`src/rtl/msg_scroll.sv`:
```
// msg_scroll: scroll sequencer for the message ROM. Every DIV enabled clocks
// it reads DIGITS consecutive message addresses (wrapping within 1..MSG_LEN)
// and presents them as one frame, then advances the window start by one.
module msg_scroll #(
    parameter int unsigned DIGITS  = 4,
    parameter int unsigned DIV     = 25_000_000,
    parameter int unsigned MSG_LEN = 15
) (
    input  logic                  clk,
    input  logic                  rst,
    input  logic                  en,
    output logic [3:0]            rom_addr,
    input  logic [4:0]            rom_data,
    output logic [5*DIGITS-1:0]   chars,
    output logic                  frame_valid,
    output logic                  busy
);

    localparam int unsigned PW = (DIV > 1) ? $clog2(DIV) : 1;
    localparam int unsigned IW = (DIGITS > 1) ? $clog2(DIGITS) : 1;
    localparam logic [4:0] Space = 5'd27;

    typedef enum logic [0:0] {StIdle, StFetch} state_e;

    state_e                   state_q, state_d;
    logic [PW-1:0]            presc_q, presc_d;
    logic                     pending_q, pending_d;
    logic [3:0]               base_q, base_d;
    logic [IW-1:0]            idx_q, idx_d;
    logic [DIGITS-1:0][4:0]   shadow_q, shadow_d;
    logic [5*DIGITS-1:0]      chars_q, chars_d;
    logic                     fv_q, fv_d;

    logic                     tick;
    logic [4:0]               addr_sum;
    logic [4:0]               addr_wrap;

    assign tick = en && (presc_q == PW'(DIV - 1));

    // Window address; 5-bit sum so base+idx cannot overflow before the wrap.
    assign addr_sum  = {1'b0, base_q} + 5'(idx_q);
    assign addr_wrap = (addr_sum > 5'(MSG_LEN)) ? (addr_sum - 5'(MSG_LEN)) : addr_sum;

    // Prescaler: free-runs 0..DIV-1 while enabled, holds otherwise.
    always_comb begin
        presc_d = presc_q;
        if (en) begin
            presc_d = (presc_q == PW'(DIV - 1)) ? '0 : presc_q + 1'b1;
        end
    end

    // Fetch FSM next-state and outputs.
    always_comb begin
        state_d   = state_q;
        pending_d = pending_q;
        base_d    = base_q;
        idx_d     = idx_q;
        shadow_d  = shadow_q;
        chars_d   = chars_q;
        fv_d      = 1'b0;
        busy      = 1'b0;
        rom_addr  = 4'd0;
        unique case (state_q)
            StIdle: begin
                if (en && (tick || pending_q)) begin
                    state_d   = StFetch;
                    idx_d     = '0;
                    pending_d = 1'b0;
                end
            end
            StFetch: begin
                busy             = 1'b1;
                rom_addr         = addr_wrap[3:0];
                shadow_d[idx_q]  = rom_data;
                idx_d            = idx_q + 1'b1;
                if (idx_q == IW'(DIGITS - 1)) begin
                    // Publish including the sample captured on this edge.
                    chars_d = shadow_d;
                    fv_d    = 1'b1;
                    base_d  = (base_q == 4'(MSG_LEN)) ? 4'd1 : base_q + 4'd1;
                    state_d = StIdle;
                end
            end
            default: state_d = StIdle;
        endcase
    end

    // State registers with asynchronous reset.
    always_ff @(posedge clk or posedge rst) begin
        if (rst) begin
            state_q   <= StIdle;
            presc_q   <= '0;
            pending_q <= 1'b1;
            base_q    <= 4'd1;
            idx_q     <= '0;
            shadow_q  <= {DIGITS{Space}};
            chars_q   <= {DIGITS{Space}};
            fv_q      <= 1'b0;
        end else begin
            state_q   <= state_d;
            presc_q   <= presc_d;
            pending_q <= pending_d;
            base_q    <= base_d;
            idx_q     <= idx_d;
            shadow_q  <= shadow_d;
            chars_q   <= chars_d;
            fv_q      <= fv_d;
        end
    end

    assign chars       = chars_q;
    assign frame_valid = fv_q;

endmodule

```
`config.mk`:
```
export PLATFORM = sky130hd
export DESIGN_NAME = msg_scroll
export DESIGN_NICKNAME = d
export VERILOG_FILES = /design/src/rtl/msg_scroll.sv
export SDC_FILE = /design/constraint.sdc
export NUM_CORES = 1
export LEC_CHECK = 0
export ABC_AREA = 1
export ABC_CLOCK_PERIOD_IN_PS = 2500
export CORE_ASPECT_RATIO = 0.7
export CORE_MARGIN = 3
export CORE_UTILIZATION = 52
export CTS_CLUSTER_SIZE = 10
export DETAILED_ROUTE_END_ITERATION = 8
export GPL_TIMING_DRIVEN = 0
export PLACE_DENSITY = 0.76
export SYNTH_ARGS = -nofsm -noshare
export SYNTH_HDL_FRONTEND = slang
export SYNTH_SLANG_ARGS = --single-unit
```
`constraint.sdc`:
```
create_clock -name clk -period 2.5 [get_ports clk]
set_clock_uncertainty 0.05 [all_clocks]
set_input_delay 0.75 -clock clk [delete_from_list [all_inputs] [get_ports clk]]
set_output_delay 0.75 -clock clk [all_outputs]
set_load 0.005 [all_outputs]
```
==> results_dict.tcl <==
set metrics [dict create \
    gp_congestion 0.9264 \
    post-place-ws_ns -0.7137 \
    ys_warn_count 0 \
    drtPass1Iterations 4 \
    required_ns 1.70 \
    startpoint_type "register" \
    total_power_w 0.002455 \
    end_kind "primary output" \
    yosys-top-cells-area "dfrtp_1 (26%), dfstp_2 (21%), nand2_1 (18%)" \
    period_share 1.270 \
    synth_top_area_frac 0.2558 \
    drt_iter0_drc 290 \
    final_cell_area_mm2 0.004586 \
    synth_nets 533 \
    clkSinkCount 69 \
    dp_hpwl_um 6400 \
    initial_core_util 0.5494 \
    postLayoutCoreUtil 0.6604 \
    async_flop_share 1.000 \
    syn_area_per_cell_um2 7.408 \
    cts_htree_levels 3 \
    routed_wirelength_um 9118 \
    hold_viol_final 0 \
    via_per_inst 5.142 \
    route.detailed.drc 0 \
    path_class "register to primary output" \
    port_buffers 33 \
    rr_startpoint "idx_q[0]" \
    rrSetupSlack_ns 0.67 \
    drv_cap 0 \
    hold_path.class "register to register" \
    clk_latency_ns 0.35 \
    min-delay-start "chars[18]" \
    layout_setup_ws_ns -0.6744 \
    synth_area_mm2 0.003815 \
    yosysSeqAreaShare 0.4624 \
    clk_path_buf_depth 2 \
    crit_arrival_ns 2.37 \
    ys.flop_type "dfrtp_1" \
    synthCells 515 \
    grt_max_degree 70 \
    gr-total-overflow 0 \
    fp.coreArea_mm2 0.006944 \
    synth_edf_count 0 \
    worst_pin_slew_ns 0.8365 \
    finalCriticalPeriod_ns 3.174 \
    wl_per_cell_um 13.73 \
    cts_tree "built" \
    row_count 25 \
    rr_worst_depth 7 \
    ios 34 \
    die_area_mm2 0.008416 \
    rsz0062_at_grt "true" \
    powerDensity_mw_per_mm2 535.3 \
    cts_buffers 9 \
    relSlewSlack 0.4424 \
    yosysTopAreaCell "dfrtp_1" \
    areaGrowthSynthToFinish_pct 20.20 \
    r2r_end "chars[2]" \
    ant_nets 0 \
    final_layout_size_suffix_gt1_frac 0.1544 \
    status "complete, but fails checks" \
    worst_hold_slack_ns 0.4190 \
    hold-path-cell-count 2 \
    grt_usage 0.2281 \
    grt_pass1_vias 3152 \
    nets 583 \
    vdd.ir_drop.worst_mv 0.3342 \
    clk_pin_slew_worst_paths_ns 0.08 \
    num_antenna_cells 0 \
    clockRootBuffer "clkbuf_8" \
    maxSlewViolCount 0 \
    p_leak_nw 2.240 \
    yosys_register_bits 69 \
    setup_viol 4 \
    die_x_um 108.4 \
    failed_checks "setup timing" \
    min_to "chars[18]" \
    ys_types 34 \
    crit_fanout 2 \
    fmax_mhz 315.0 \
    grt_pass1_wl_um 15110 \
    dpl-instance-area_mm2 0.004285 \
    die-height_um 77.66 \
    vias 3414 \
    antenna_found_initial 0 \
]
-- cells in the mapped netlist (4+ instances only) --
cell,n
a21oi_1,5
buf_2,5
clkbuf_1,6
dfrtp_1,39
dfstp_2,30
ha_1,9
inv_1,57
nand2_1,184
nand2_2,5
nand3_1,24
nand4_1,9
nor2_1,59
nor2_2,4
nor3_1,8
o21ai_0,35
xnor2_1,5
xor2_1,5
-- stage by stage --
stage / instances / TNS, ns
6_report: 664 / -2.114
5_1_grt: 664 / -2.523
4_1_cts: 663 / -2.007
3_5_place_dp: 642 / -2.296
3_3_place_gp: 642 / -64.19
2_1_floorplan: 515 / -0.1647
-- placed cells by master (no fill, tap or decap), types with 3 or more instances in the layout --
cell             count
nor3_1               6
ha_1                 7
nor2_1              59
xnor2_1              5
a21oi_1              5
o21ai_0             35
nand2_1            183
clkdlybuf4s50_1     29
nand2_2              5
buf_1                3
buf_4                6
buf_2                9
nand3b_1             3
nand4_1              9
nor2_2               4
dfstp_2             30
xor2_1               5
nor2_4               3
nand3_1             24
clkbuf_8             9
dfrtp_1             38
inv_1               56
clkbuf_1             6
-- what timing repair did --
action                                  in CTS  in global routing
gates resized for setup                     19                  5
setup buffers                                6                  2
pin swaps                                    8                  8
endpoints found under the setup margin       4                  4
hold buffers                                 0                  0
-- critical path, stage by stage, from the launching register on --
cell and delay [ns]:
dfrtp_2 0.43, ha_4 0.17, fa_2 0.61, buf_6 0.12
nand2_4 0.05, nor3_4 0.19, nand2_1 0.10, nand3_1 0.07
nand2_1 0.05, nor2_1 0.12, buf_2 0.13
-- report_power, final --
group / leakage (nW) / internal, W / switching, W
combinational: 1.36 / 0.0000587 / 0.0000941
sequential: 0.761 / 0.00116 / 0.0000573
clock: 0.118 / 0.000627 / 0.000455
-- how the worst max path moves through the flow --
stage / to / cells past startpoint / from
3_5_place_dp: rom_addr[1] / 9 / idx_q[0]
6_report: rom_addr[1] / 10 / idx_q[0]
5_1_grt: rom_addr[1] / 10 / idx_q[0]
4_1_cts: rom_addr[1] / 9 / base_q[0]
3_3_place_gp: base_q[3] / 2 / rst
2_1_floorplan: rom_addr[0] / 8 / idx_q[0]
-- per-layer routing --
| layer | track usage | share of wire | up-vias | wire, um |
|---|---|---|---|---|
| li1 | - | - | 1700 | - |
| met1 | 0.3502 | 0.50 | 1612 | 4552 |
| met2 | 0.3176 | 0.42 | 90 | 3862 |
| met3 | 0.05486 | 0.064 | 12 | 586 |
| met4 | 0.06683 | 0.013 | 0 | 116 |
| met5 | 0 | 0 | - | 0 |
-- cell type report --
class	instances	area [um2]
multi-input combinational	370	1807
fill	618	2359
sequential	69	1765
timing repair buffer	39	359.1
buffer	15	66.31
clock inverter	6	90.09
inverter	61	231.5
tap	94	117.6
clock buffer	10	148.9
-- flip-flops by register name (all words and copies together) (netlist names) --
name         flops
presc_q         25
chars           20
shadow_q        15
base_q           4
idx_q            2
frame_valid      1
pending_q        1
state_q          1
-- cells by family (layout without fill, tap and decap cells) --
logic type      after synthesis  after routing  share of synthesized area
compound gates               45             45                    0.06199
xor+xnor                     10             10                    0.02296
fa+ha+maj                    10             10                    0.03477
buf+inv                      76            131                    0.07740
flops                        69             69                     0.4624
simple gates                305            305                     0.3404
(Power assumes the default switching activity.)
